==> src/rtl/mul_pkg.sv <==
// Shared types and constants for the multiplier request sequencer and its FIFO.
package mul_pkg;

   localparam int WORD_W          = 32;
   localparam int DEFAULT_TIMEOUT = 15;
   localparam int OVF_CNT_W       = 8;

   typedef enum logic [1:0] {
      IDLE  = 2'd0,
      ISSUE = 2'd1,
      WAIT  = 2'd2,
      RESP  = 2'd3
   } state_t;

   // Saturating increment for the overflow event counter.
   function automatic logic [OVF_CNT_W-1:0] sat_inc(input logic [OVF_CNT_W-1:0] value);
      return (&value) ? value : value + {{(OVF_CNT_W-1){1'b0}}, 1'b1};
   endfunction

endpackage

==> src/rtl/mul_req_fifo.sv <==
// Request buffer: DEPTH entries, pointers carry one extra wrap bit so that
// full and empty can be told apart when the index bits match.
module mul_req_fifo
   import mul_pkg::*;
#(
   parameter int DEPTH = 4,
   parameter int WIDTH = 2*WORD_W + 4
) (
   input  logic             clk,
   input  logic             rst_n,
   input  logic             push,
   input  logic             pop,
   input  logic [WIDTH-1:0] din,
   output logic [WIDTH-1:0] dout,
   output logic             full,
   output logic             empty
);

   localparam int AW = $clog2(DEPTH);

   logic [WIDTH-1:0] mem_r [DEPTH];
   logic [AW:0]      wr_ptr_r;
   logic [AW:0]      rd_ptr_r;
   logic             do_push_s;
   logic             do_pop_s;

   assign do_push_s = push & ~full;
   assign do_pop_s  = pop & ~empty;
   assign empty     = (wr_ptr_r == rd_ptr_r);
   assign full      = (wr_ptr_r[AW] != rd_ptr_r[AW]) && (wr_ptr_r[AW-1:0] == rd_ptr_r[AW-1:0]);
   assign dout      = mem_r[rd_ptr_r[AW-1:0]];

   // Storage write and pointer advance.
   always_ff @(posedge clk or negedge rst_n) begin
      if (!rst_n) begin
         wr_ptr_r <= '0;
         rd_ptr_r <= '0;
         for (int i = 0; i < DEPTH; i++) begin
            mem_r[i] <= '0;
         end
      end else begin
         if (do_push_s) begin
            mem_r[wr_ptr_r[AW-1:0]] <= din;
            wr_ptr_r                <= wr_ptr_r + {{AW{1'b0}}, 1'b1};
         end
         if (do_pop_s) begin
            rd_ptr_r <= rd_ptr_r + {{AW{1'b0}}, 1'b1};
         end
      end
   end

endmodule

==> src/rtl/mul_req_sequencer.sv <==
// Issue stage for the Booth/CSA multiplier: queues tagged operand pairs, runs one
// operation at a time and returns the result, or a timeout error, with its tag.
module mul_req_sequencer
   import mul_pkg::*;
#(
   parameter int DEPTH   = 4,
   parameter int TAG_W   = 4,
   parameter int TIMEOUT = DEFAULT_TIMEOUT
) (
   input  logic                 clk,
   input  logic                 rst_n,
   input  logic                 req_valid,
   output logic                 req_ready,
   input  logic [WORD_W-1:0]    req_op1,
   input  logic [WORD_W-1:0]    req_op2,
   input  logic [TAG_W-1:0]     req_tag,
   output logic                 mul_en,
   output logic [WORD_W-1:0]    mul_op1,
   output logic [WORD_W-1:0]    mul_op2,
   input  logic [WORD_W-1:0]    mul_res,
   input  logic                 mul_val,
   input  logic                 mul_ovf,
   output logic                 rsp_valid,
   input  logic                 rsp_ready,
   output logic [WORD_W-1:0]    rsp_res,
   output logic                 rsp_ovf,
   output logic                 rsp_err,
   output logic [TAG_W-1:0]     rsp_tag,
   output logic                 busy,
   output logic [OVF_CNT_W-1:0] ovf_count
);

   localparam int         ENTRY_W   = 2*WORD_W + TAG_W;
   localparam logic [7:0] WDOG_LAST = 8'(TIMEOUT - 1);

   state_t                 state_r;
   state_t                 state_next_s;
   logic                   fifo_full_s;
   logic                   fifo_empty_s;
   logic                   push_s;
   logic                   pop_s;
   logic                   rsp_hs_s;
   logic                   wdog_expired_s;
   logic                   mul_en_s;
   logic                   rsp_valid_s;
   logic [ENTRY_W-1:0]     fifo_din_s;
   logic [ENTRY_W-1:0]     fifo_dout_s;
   logic [WORD_W-1:0]      op1_r;
   logic [WORD_W-1:0]      op2_r;
   logic [TAG_W-1:0]       tag_r;
   logic [WORD_W-1:0]      rsp_res_r;
   logic                   rsp_ovf_r;
   logic                   rsp_err_r;
   logic [TAG_W-1:0]       rsp_tag_r;
   logic [7:0]             wdog_r;
   logic [OVF_CNT_W-1:0]   ovf_count_r;

   assign push_s         = req_valid & ~fifo_full_s;
   assign rsp_hs_s       = (state_r == RESP) & rsp_ready;
   assign pop_s          = ~fifo_empty_s & ((state_r == IDLE) | rsp_hs_s);
   assign wdog_expired_s = (wdog_r == WDOG_LAST);
   assign fifo_din_s     = {req_tag, req_op2, req_op1};

   mul_req_fifo #(
      .DEPTH (DEPTH),
      .WIDTH (ENTRY_W)
   ) u_fifo (
      .clk   (clk),
      .rst_n (rst_n),
      .push  (push_s),
      .pop   (pop_s),
      .din   (fifo_din_s),
      .dout  (fifo_dout_s),
      .full  (fifo_full_s),
      .empty (fifo_empty_s)
   );

   // FSM state register.
   always_ff @(posedge clk or negedge rst_n) begin
      if (!rst_n) begin
         state_r <= IDLE;
      end else begin
         state_r <= state_next_s;
      end
   end

   // FSM next-state; a result arriving on the last watchdog cycle still wins.
   always_comb begin
      state_next_s = state_r;
      case (state_r)
         IDLE:    if (!fifo_empty_s) state_next_s = ISSUE; else state_next_s = IDLE;
         ISSUE:   state_next_s = WAIT;
         WAIT:    if (mul_val || wdog_expired_s) state_next_s = RESP; else state_next_s = WAIT;
         RESP: begin
            if (rsp_ready) begin
               if (!fifo_empty_s) state_next_s = ISSUE; else state_next_s = IDLE;
            end else begin
               state_next_s = RESP;
            end
         end
         default: state_next_s = IDLE;
      endcase
   end

   // FSM output decode.
   always_comb begin
      mul_en_s    = 1'b0;
      rsp_valid_s = 1'b0;
      case (state_r)
         ISSUE:   mul_en_s    = 1'b1;
         RESP:    rsp_valid_s = 1'b1;
         default: begin
            mul_en_s    = 1'b0;
            rsp_valid_s = 1'b0;
         end
      endcase
   end

   // Operands and tag are loaded at pop and held until the next pop.
   always_ff @(posedge clk or negedge rst_n) begin
      if (!rst_n) begin
         op1_r <= '0;
         op2_r <= '0;
         tag_r <= '0;
      end else if (pop_s) begin
         op1_r <= fifo_dout_s[WORD_W-1:0];
         op2_r <= fifo_dout_s[2*WORD_W-1:WORD_W];
         tag_r <= fifo_dout_s[ENTRY_W-1:2*WORD_W];
      end
   end

   // Watchdog and response capture.
   always_ff @(posedge clk or negedge rst_n) begin
      if (!rst_n) begin
         wdog_r    <= 8'd0;
         rsp_res_r <= '0;
         rsp_ovf_r <= 1'b0;
         rsp_err_r <= 1'b0;
         rsp_tag_r <= '0;
      end else begin
         case (state_r)
            ISSUE: wdog_r <= 8'd0;
            WAIT: begin
               if (mul_val) begin
                  rsp_res_r <= mul_res;
                  rsp_ovf_r <= mul_ovf;
                  rsp_err_r <= 1'b0;
                  rsp_tag_r <= tag_r;
               end else if (wdog_expired_s) begin
                  rsp_res_r <= '0;
                  rsp_ovf_r <= 1'b0;
                  rsp_err_r <= 1'b1;
                  rsp_tag_r <= tag_r;
               end else begin
                  wdog_r <= wdog_r + 8'd1;
               end
            end
            default: wdog_r <= wdog_r;
         endcase
      end
   end

   // Overflow event counter, counted on response handshake.
   always_ff @(posedge clk or negedge rst_n) begin
      if (!rst_n) begin
         ovf_count_r <= '0;
      end else if (rsp_hs_s && rsp_ovf_r) begin
         ovf_count_r <= sat_inc(ovf_count_r);
      end
   end

   assign req_ready = ~fifo_full_s;
   assign mul_en    = mul_en_s;
   assign mul_op1   = op1_r;
   assign mul_op2   = op2_r;
   assign rsp_valid = rsp_valid_s;
   assign rsp_res   = rsp_res_r;
   assign rsp_ovf   = rsp_ovf_r;
   assign rsp_err   = rsp_err_r;
   assign rsp_tag   = rsp_tag_r;
   assign busy      = ~fifo_empty_s | (state_r != IDLE);
   assign ovf_count = ovf_count_r;

endmodule

==> config.mk <==
export PLATFORM = sky130hd
export DESIGN_NAME = mul_req_sequencer
export DESIGN_NICKNAME = d
export VERILOG_FILES = /design/src/rtl/mul_pkg.sv /design/src/rtl/mul_req_fifo.sv /design/src/rtl/mul_req_sequencer.sv
export SDC_FILE = /design/constraint.sdc
export NUM_CORES = 1
export LEC_CHECK = 0
export BUFFER_PORTS_ARGS = -buffer_cell sky130_fd_sc_hd__buf_4
export CAP_MARGIN = 20
export CORE_MARGIN = 8
export CORE_UTILIZATION = 45
export CTS_BUF_LIST = sky130_fd_sc_hd__clkbuf_2
export CTS_CLUSTER_DIAMETER = 120
export DETAILED_ROUTE_END_ITERATION = 12
export HOLD_SLACK_MARGIN = 0.15
export SLEW_MARGIN = 20
export SYNTH_ARGS = -nofsm -noshare
export SYNTH_HDL_FRONTEND = slang
export SYNTH_SLANG_ARGS = --single-unit
==> constraint.sdc <==
create_clock -name clk -period 2.19 [get_ports clk]
set_input_delay 0.3285 -clock clk [delete_from_list [all_inputs] [get_ports clk]]
set_output_delay 0.3285 -clock clk [all_outputs]
set_load 0.01 [all_outputs]
==> metrics.cfg, run 1 <==
[status]
status = complete, but fails checks
failed_checks = setup timing

[hold_path]
hold-path-endpoint = wdog_r[6]$_DFFE_PN0P_
min_path_type = input pin to flop
hold_path_depth = 6
hp-start = mul_val

[sta]
finalSetupViolCount = 19
period_minus_slack_ns = 2.375
hold_violations = 0
fin_worst_skew_ns = 0.06675
clock.fmax_mhz = 421.1
grt_setup_unrepaired = yes
maxSlewViolCount = 0
tightest_slew_ns = 0.5399
slew_headroom = 0.6400
timing.final.crit_share = 1.084
fin_ws_ns = -0.1845

[critical_path]
ff2ff_setup_slack_ns = -0.04
required_ns = 1.86
startpoint_type = flop
reg2reg_depth = 7
rr_startpoint = u_fifo.rd_ptr_r[1]$_DFFE_PN0P_
r2r-end = u_fifo.mem_r[163]$_DFFE_PN0P_
endpoint_kind = output port
crit_fanout = 3
arrival_ns = 2.05
critPathKind = flop to output port

[placed_design]
place_ws_ns = 0.1774
dp_hpwl_um = 24200
dp_cells = 1721
io_buffers = 219
gp_congestion = 0.7558
post_dp_cell_area_um2 = 19640

[grt]
gr-total-overflow = 0
grt-busiest-layer = met2
grt.met3_usage = 0.05072
grt_pass1_vias = 12130
grt_pass1_wl_um = 67920
met2_usage = 0.3038
antenna_found_initial = 4
grt_max_degree = 93
grtUsageMet1 = 0.2510
grt_usage = 0.1908

[clock_tree]
h-tree-depth = 3
clk_latency_ns = 1.03
cts-root-buf = clkbuf_2
clockBufferDepth = 3
cts_tree = done
numCtsBuffers = 104
cts.sink_count = 402
clk_pin_slew_ns = 0.10

[synthesis]
yosys-top-cells-area = dfrtp_1 (58%), mux2_2 (18%), mux4_2 (8.9%), mux2_4 (6.1%), a22o_1 (1.7%)
ys_ff_latch = 402
synth-main-ff-cell = dfrtp_1
ys_seq_area_frac = 0.5847
async_flop_share = 1.000
netlist_instances = 1020
synth_cell_type_count = 40
ys_warn_count = 0
yosysTopAreaCell = dfrtp_1
syn-mean-instance-area_um2 = 16.87
yosys.area.top_type_share = 0.5847
synth_edf_count = 0
netlist_area_um2 = 17200
synth_nets = 1134

[drt]
routed_via_density = 5.082
final_antenna_net_count = 0
wl_um = 43810
drt_first_iter_violations = 621
num_vias = 10940
drc = 0
drt_first_pass_iters = 6
routedWlPerCell_um = 20.35

[floorplanning]
placementRows = 71
initial_core_util = 0.4567
die_w_um = 211.5
die_h_um = 211.5
num_io_pins = 220
core_area_um2 = 37670
fp.dieArea_um2 = 44740

[final_layout]
fin_area_um2 = 23740
fill_cells = 2923
register_area_um2 = 10070
fin_cells = 2153
syn_to_final_growth_pct = 37.96
drive_above_1_share = 0.5400
multi_input_area_um2 = 7108
nets = 1679

[power]
p_sw_w = 0.01109
pwr-share-seq = 0.385
power.internal_w = 0.02350
clockPowerShare = 0.141
irDropWorstVdd_mv = 0.9010
p_per_area_nw_per_um2 = 1457
swShare = 0.3207
p_leak_nw = 10.82
combPwrFrac = 0.474

[flow_run]
cap_viol_max_count = 0

final cells by class:
class | count | area share
Antenna cell | 5 | 0.0005271
Clock buffer | 142 | 0.02994
Clock inverter | 36 | 0.007222
Inverter | 9 | 0.001529
Multi-Input combinational cell | 544 | 0.2995
Sequential cell | 402 | 0.4243
Tap cell | 511 | 0.02694
Timing Repair Buffer | 504 | 0.2101
power by group through the flow:
stage	Clock [W]	Combinational [W]	Sequential, W
5_1_grt	0.00559	0.0175	0.0138
2_1_floorplan	0	0.00975	0.0132
6_report	0.00489	0.0164	0.0133
3_5_place_dp	0	0.0143	0.0133
4_1_cts	0.00517	0.0150	0.0132
3_3_place_gp	0	0.0141	0.0133
per-stage QoR:
step / power [W] / hold slack [ns] / TNS (ns) / util
2_1_floorplan: 0.02291 / 0.03291 / 0 / -
3_3_place_gp: 0.02734 / 0.1943 / 0 / 0.5215
3_5_place_dp: 0.02765 / 0.1931 / 0 / 0.5215
4_1_cts: 0.03340 / 0.2330 / -0.7616 / 0.6052
5_1_grt: 0.03688 / 0.2866 / -7.072 / 0.6301
6_report: 0.03459 / 0.3502 / -0.6682 / 0.6301
cell families after synthesis:
family                     count (synthesis)  share of synthesized area
and+or+nand+nor                           50                    0.01585
buffers and inverters                     74                    0.02684
xor gates and xnor gates                  16                   0.009455
AOI/OAI and AO/OA                         53                    0.02473
muxes                                    417                     0.3326
DFF                                      402                     0.5847
adders and majority gates                  8                   0.005818
synthesized netlist by cell type (2+ instances only):
library cell	n
dfrtp_1	402
mux2_2	277
mux2_4	70
mux4_2	68
buf_2	36
a22o_1	33
clkbuf_1	12
nand2_1	11
inv_1	9
nand3_1	9
buf_6	8
ha_1	8
o21ai_0	8
xnor2_1	8
buf_8	7
and2_1	6
xor2_1	5
a21oi_1	4
nor2_1	4
and3_1	3
nand3b_1	3
nand4_1	3
o211ai_1	3
buf_1	2
mux2i_1	2
nand2b_1	2
nor2b_1	2
or3_1	2
xnor2_2	2
critical path, cell delays in order, from the launching register on:
cell and delay, ns:
dfrtp_4 0.52, xnor2_4 0.16, and3_4 0.21, nand2_2 0.06, buf_6 0.13
state kept, by name (all words and copies together), names as in the netlist:
register / cells
ovf_count: 8
rsp_res: 32
mul_op2: 32
mul_op1: 32
u_fifo.wr_ptr_r: 3
rsp_ovf: 1
wdog_r: 8
u_fifo.rd_ptr_r: 3
u_fifo.mem_r: 272
rsp_tag: 4
tag_r: 4
rsp_err: 1
state_r: 2
worst max path at each step:
stage | end | from | slack [ns]
after detailed placement | u_fifo.mem_r[178]$_DFFE_PN0P_ | u_fifo.rd_ptr_r[0]$_DFFE_PN0P_ | 0.18
after CTS | busy | u_fifo.wr_ptr_r[1]$_DFFE_PN0P_ | -0.31
after floorplan | mul_op1[12]$_DFFE_PN0P_ | u_fifo.rd_ptr_r[0]$_DFFE_PN0P_ | 0.18
final | busy | u_fifo.rd_ptr_r[1]$_DFFE_PN0P_ | -0.18
after global placement | rsp_tag[3]$_DFFE_PN0P_ | wdog_r[0]$_DFFE_PN0P_ | 0.17
after global routing | busy | u_fifo.rd_ptr_r[1]$_DFFE_PN0P_ | -0.37
per-layer routing:
metal	routed length, um	share of wire
met1	19860	0.45
met2	21030	0.48
met3	1931	0.044
met4	982	0.022
met5	0	0
cell usage in the layout, fill, tap and decap left out, types with 9 or more instances in the layout:
master	instances
mux4_2	68
nand2_1	10
a22o_1	33
clkbuf_2	142
buf_6	9
dfrtp_1	397
buf_12	25
buf_4	243
mux2_4	165
clkbuf_16	13
nand3_1	9
clkinv_1	28
dlygate4sd3_1	208
mux2_2	182
timing repair:
item	in CTS	in global routing
resized for setup	20	105
setup endpoints to repair	4	124
hold endpoints to repair	804	0
setup buffers	11	13
gates cloned	0	16
pin swaps	4	6
hold buffers	209	0
Power figures use the tool's default switching activity.
==> run 2, diff against run 1 <==
GPL_ROUTABILITY_DRIVEN = 0   (was default)
clock period = 2.3 ns   (was 2.19 ns; I/O delays follow)
==> metrics.cfg, run 2 (same netlist as run 1, synthesis figures left out) <==
[status]
status = complete, but fails checks
failed_checks = setup timing

[sta]
finalSetupViolCount = 2  ; -17
slew_headroom = 0.5673  ; -0.07276
fin_ws_ns = -0.1185  ; +0.06601 ns
period_minus_slack_ns = 2.419
hold_violations = 0  ; unchanged
grt_setup_unrepaired = yes
tightest_slew_ns = 0.6491  ; +0.1091 ns
whs_ns = 0.3337  ; -0.01656 ns
timing.final.crit_share = 1.052
maxSlewViolCount = 0  ; unchanged
fin_worst_skew_ns = 0.05892  ; -0.007830 ns
clock.fmax_mhz = 413.5

[grt]
grt_usage = 0.1877  ; -0.003116
antenna_found_initial = 6  ; +2
grt_max_degree = 78  ; -16%
grt_pass1_vias = 12080  ; -0.40%
grt_pass1_wl_um = 66930  ; -1.5%
gr-total-overflow = 0  ; unchanged

[hold_path]
hold_path_depth = 5  ; -1
hp-start = req_valid
hold-path-endpoint = u_fifo.wr_ptr_r[0]$_DFFE_PN0P_
min_path_type = input pin to flop

[floorplanning]
die_w_um = 211.5  ; unchanged
placementRows = 71  ; unchanged
core_area_um2 = 37670  ; unchanged
initial_core_util = 0.4567  ; unchanged
num_io_pins = 220  ; unchanged
fp.dieArea_um2 = 44740  ; unchanged
die_h_um = 211.5  ; unchanged

[critical_path]
r2r-end = u_fifo.mem_r[104]$_DFFE_PN0P_
cp_cell_sequence = xnor2_4 > and3_4 > nand2_2 > buf_6
startpoint_type = flop
required_ns = 1.96  ; +0.10 ns
endpoint_kind = output port
ff2ff_setup_slack_ns = 0.04  ; +0.08 ns
critPathKind = flop to output port
arrival_ns = 2.07  ; +0.02 ns
slowest_delay_ns = 0.52  ; about the same
crit_fanout = 3  ; unchanged
reg2reg_depth = 7  ; unchanged
cp_slowest_cell = dfrtp_4
rr_startpoint = u_fifo.rd_ptr_r[1]$_DFFE_PN0P_

[final_layout]
final_common_cell = dfrtp_1
top_register = u_fifo.mem_r
multi_input_area_um2 = 6782  ; -4.6%
syn_to_final_growth_pct = 32.80
drive_above_1_share = 0.5380  ; -0.002030
fin_cells = 2127  ; -1.2%
final_cell_mix = dfrtp_1 (397), mux2_2 (269), buf_4 (235), dlygate4sd3_1 (208), clkbuf_2 (157)
nets = 1642  ; -2.2%
register_area_um2 = 10070  ; unchanged
fill_cells = 3002  ; +2.7%
largest_register_ffs = 272  ; unchanged

[clock_tree]
cts_tree = done
clk_latency_ns = 1.04  ; about the same
cts-root-buf = clkbuf_2
h-tree-depth = 3  ; unchanged
clk_pin_slew_ns = 0.10  ; about the same
cts.sink_count = 402  ; unchanged
clockBufferDepth = 3  ; unchanged
numCtsBuffers = 104  ; unchanged

[power]
power.internal_w = 0.02154  ; -8.3%
swShare = 0.3190  ; -0.001708
total_power_w = 0.03162  ; -8.6%
p_leak_nw = 10.28  ; -4.9%
pwr-share-seq = 0.400  ; +0.015
combPwrFrac = 0.440  ; -0.034
clockPowerShare = 0.160  ; +0.019
p_per_area_nw_per_um2 = 1384  ; -5.0%
p_sw_w = 0.01009  ; -9.1%
irDropWorstVdd_mv = 0.8409  ; -6.7%

[drt]
wl_um = 40920  ; -6.6%
routed_via_density = 5.060  ; -0.42%
num_vias = 10760  ; -1.6%
drt_first_pass_iters = 4  ; -2
final_antenna_net_count = 0  ; unchanged
routedWlPerCell_um = 19.24  ; -5.4%
drt_first_iter_violations = 385  ; -38%
drc = 0  ; unchanged

[flow_run]
cap_viol_max_count = 0  ; unchanged

[placed_design]
io_buffers = 219  ; unchanged
dp_cells = 1711  ; -0.58%
dp_hpwl_um = 23310  ; -3.7%

==> run 2: cell count changes in the layout (fill, tap and decap cells not counted), moves of 2 or more <==
cell and delta:
mux2_2 +87, mux2_4 -87, clkbuf_2 +15, clkbuf_16 -13, clkinv_1 -11, buf_12 -9, buf_4 -8, buf_6 -5
diode_2 +5, buf_16 -2, bufinv_16 +2, inv_2 -2
==> run 2: timing repair <==
item                                    CTS  global route
setup buffers                             6             7
gates resized for setup                  16            11
pin swaps                                 3             0
cloned                                    0             0
hold buffers                            209             0
endpoints found under the hold margin   804             0
endpoints found under the setup margin    4             4
==> run 2: how the worst max path moves through the flow <==
stage / start / endpoint / cells past startpoint
after global routing: u_fifo.rd_ptr_r[1]$_DFFE_PN0P_ / busy / 4
after floorplan: u_fifo.rd_ptr_r[0]$_DFFE_PN0P_ / mul_op1[12]$_DFFE_PN0P_ / 5
after detailed placement: wdog_r[0]$_DFFE_PN0P_ / rsp_res[19]$_DFFE_PN0P_ / 7
after CTS: u_fifo.rd_ptr_r[1]$_DFFE_PN0P_ / busy / 4
final: u_fifo.rd_ptr_r[1]$_DFFE_PN0P_ / busy / 4
after global placement: wdog_r[0]$_DFFE_PN0P_ / rsp_res[29]$_DFFE_PN0P_ / 7
==> run 2: area by class of cell <==
| cell class | count | area share |
|---|---|---|
| sequential | 402 | 0.4408 |
| multi-input combinational | 544 | 0.2968 |
| timing repair buffer | 467 | 0.1886 |
| clock buffer | 157 | 0.03439 |
| tap | 511 | 0.02798 |
| clock inverter | 27 | 0.008708 |
| inverter | 9 | 0.001588 |
| antenna | 10 | 0.001095 |
==> run 2: metal layers <==
metal | track usage | routed length [um]
met5 | 0 | 0
met4 | 0.07069 | 926
met3 | 0.05043 | 1929
met2 | 0.3008 | 20190
met1 | 0.2424 | 17870
==> run 2: power by group through the flow <==
stage                     Combinational, W  Clock (W)  Sequential (W)
final                               0.0139    0.00507          0.0126
after global routing                0.0150    0.00570          0.0131
after CTS                           0.0140    0.00533          0.0126
after detailed placement            0.0134          0          0.0127
after global placement              0.0132          0          0.0127
after floorplan                    0.00929          0          0.0125
==> run 2: worst max-delay path: cells and delay by family, from the launching register on <==
kind	cells	cell delay, ns
buffers and inverters	1	0.13
xor gates and xnor gates	1	0.17
and+or+nand+nor	2	0.25
DFF	1	0.52
==> run 2: through the flow <==
step	instance area, um2	utilization	TNS (ns)	setup WS (ns)
after floorplan	17200	-	0	0.2885
after global placement	19520	0.5181	0	0.2546
after detailed placement	19520	0.5181	0	0.2354
after CTS	22720	0.6031	-0.6348	-0.2769
after global routing	22850	0.6066	-1.374	-0.3814
final	22850	0.6066	-0.2157	-0.1185
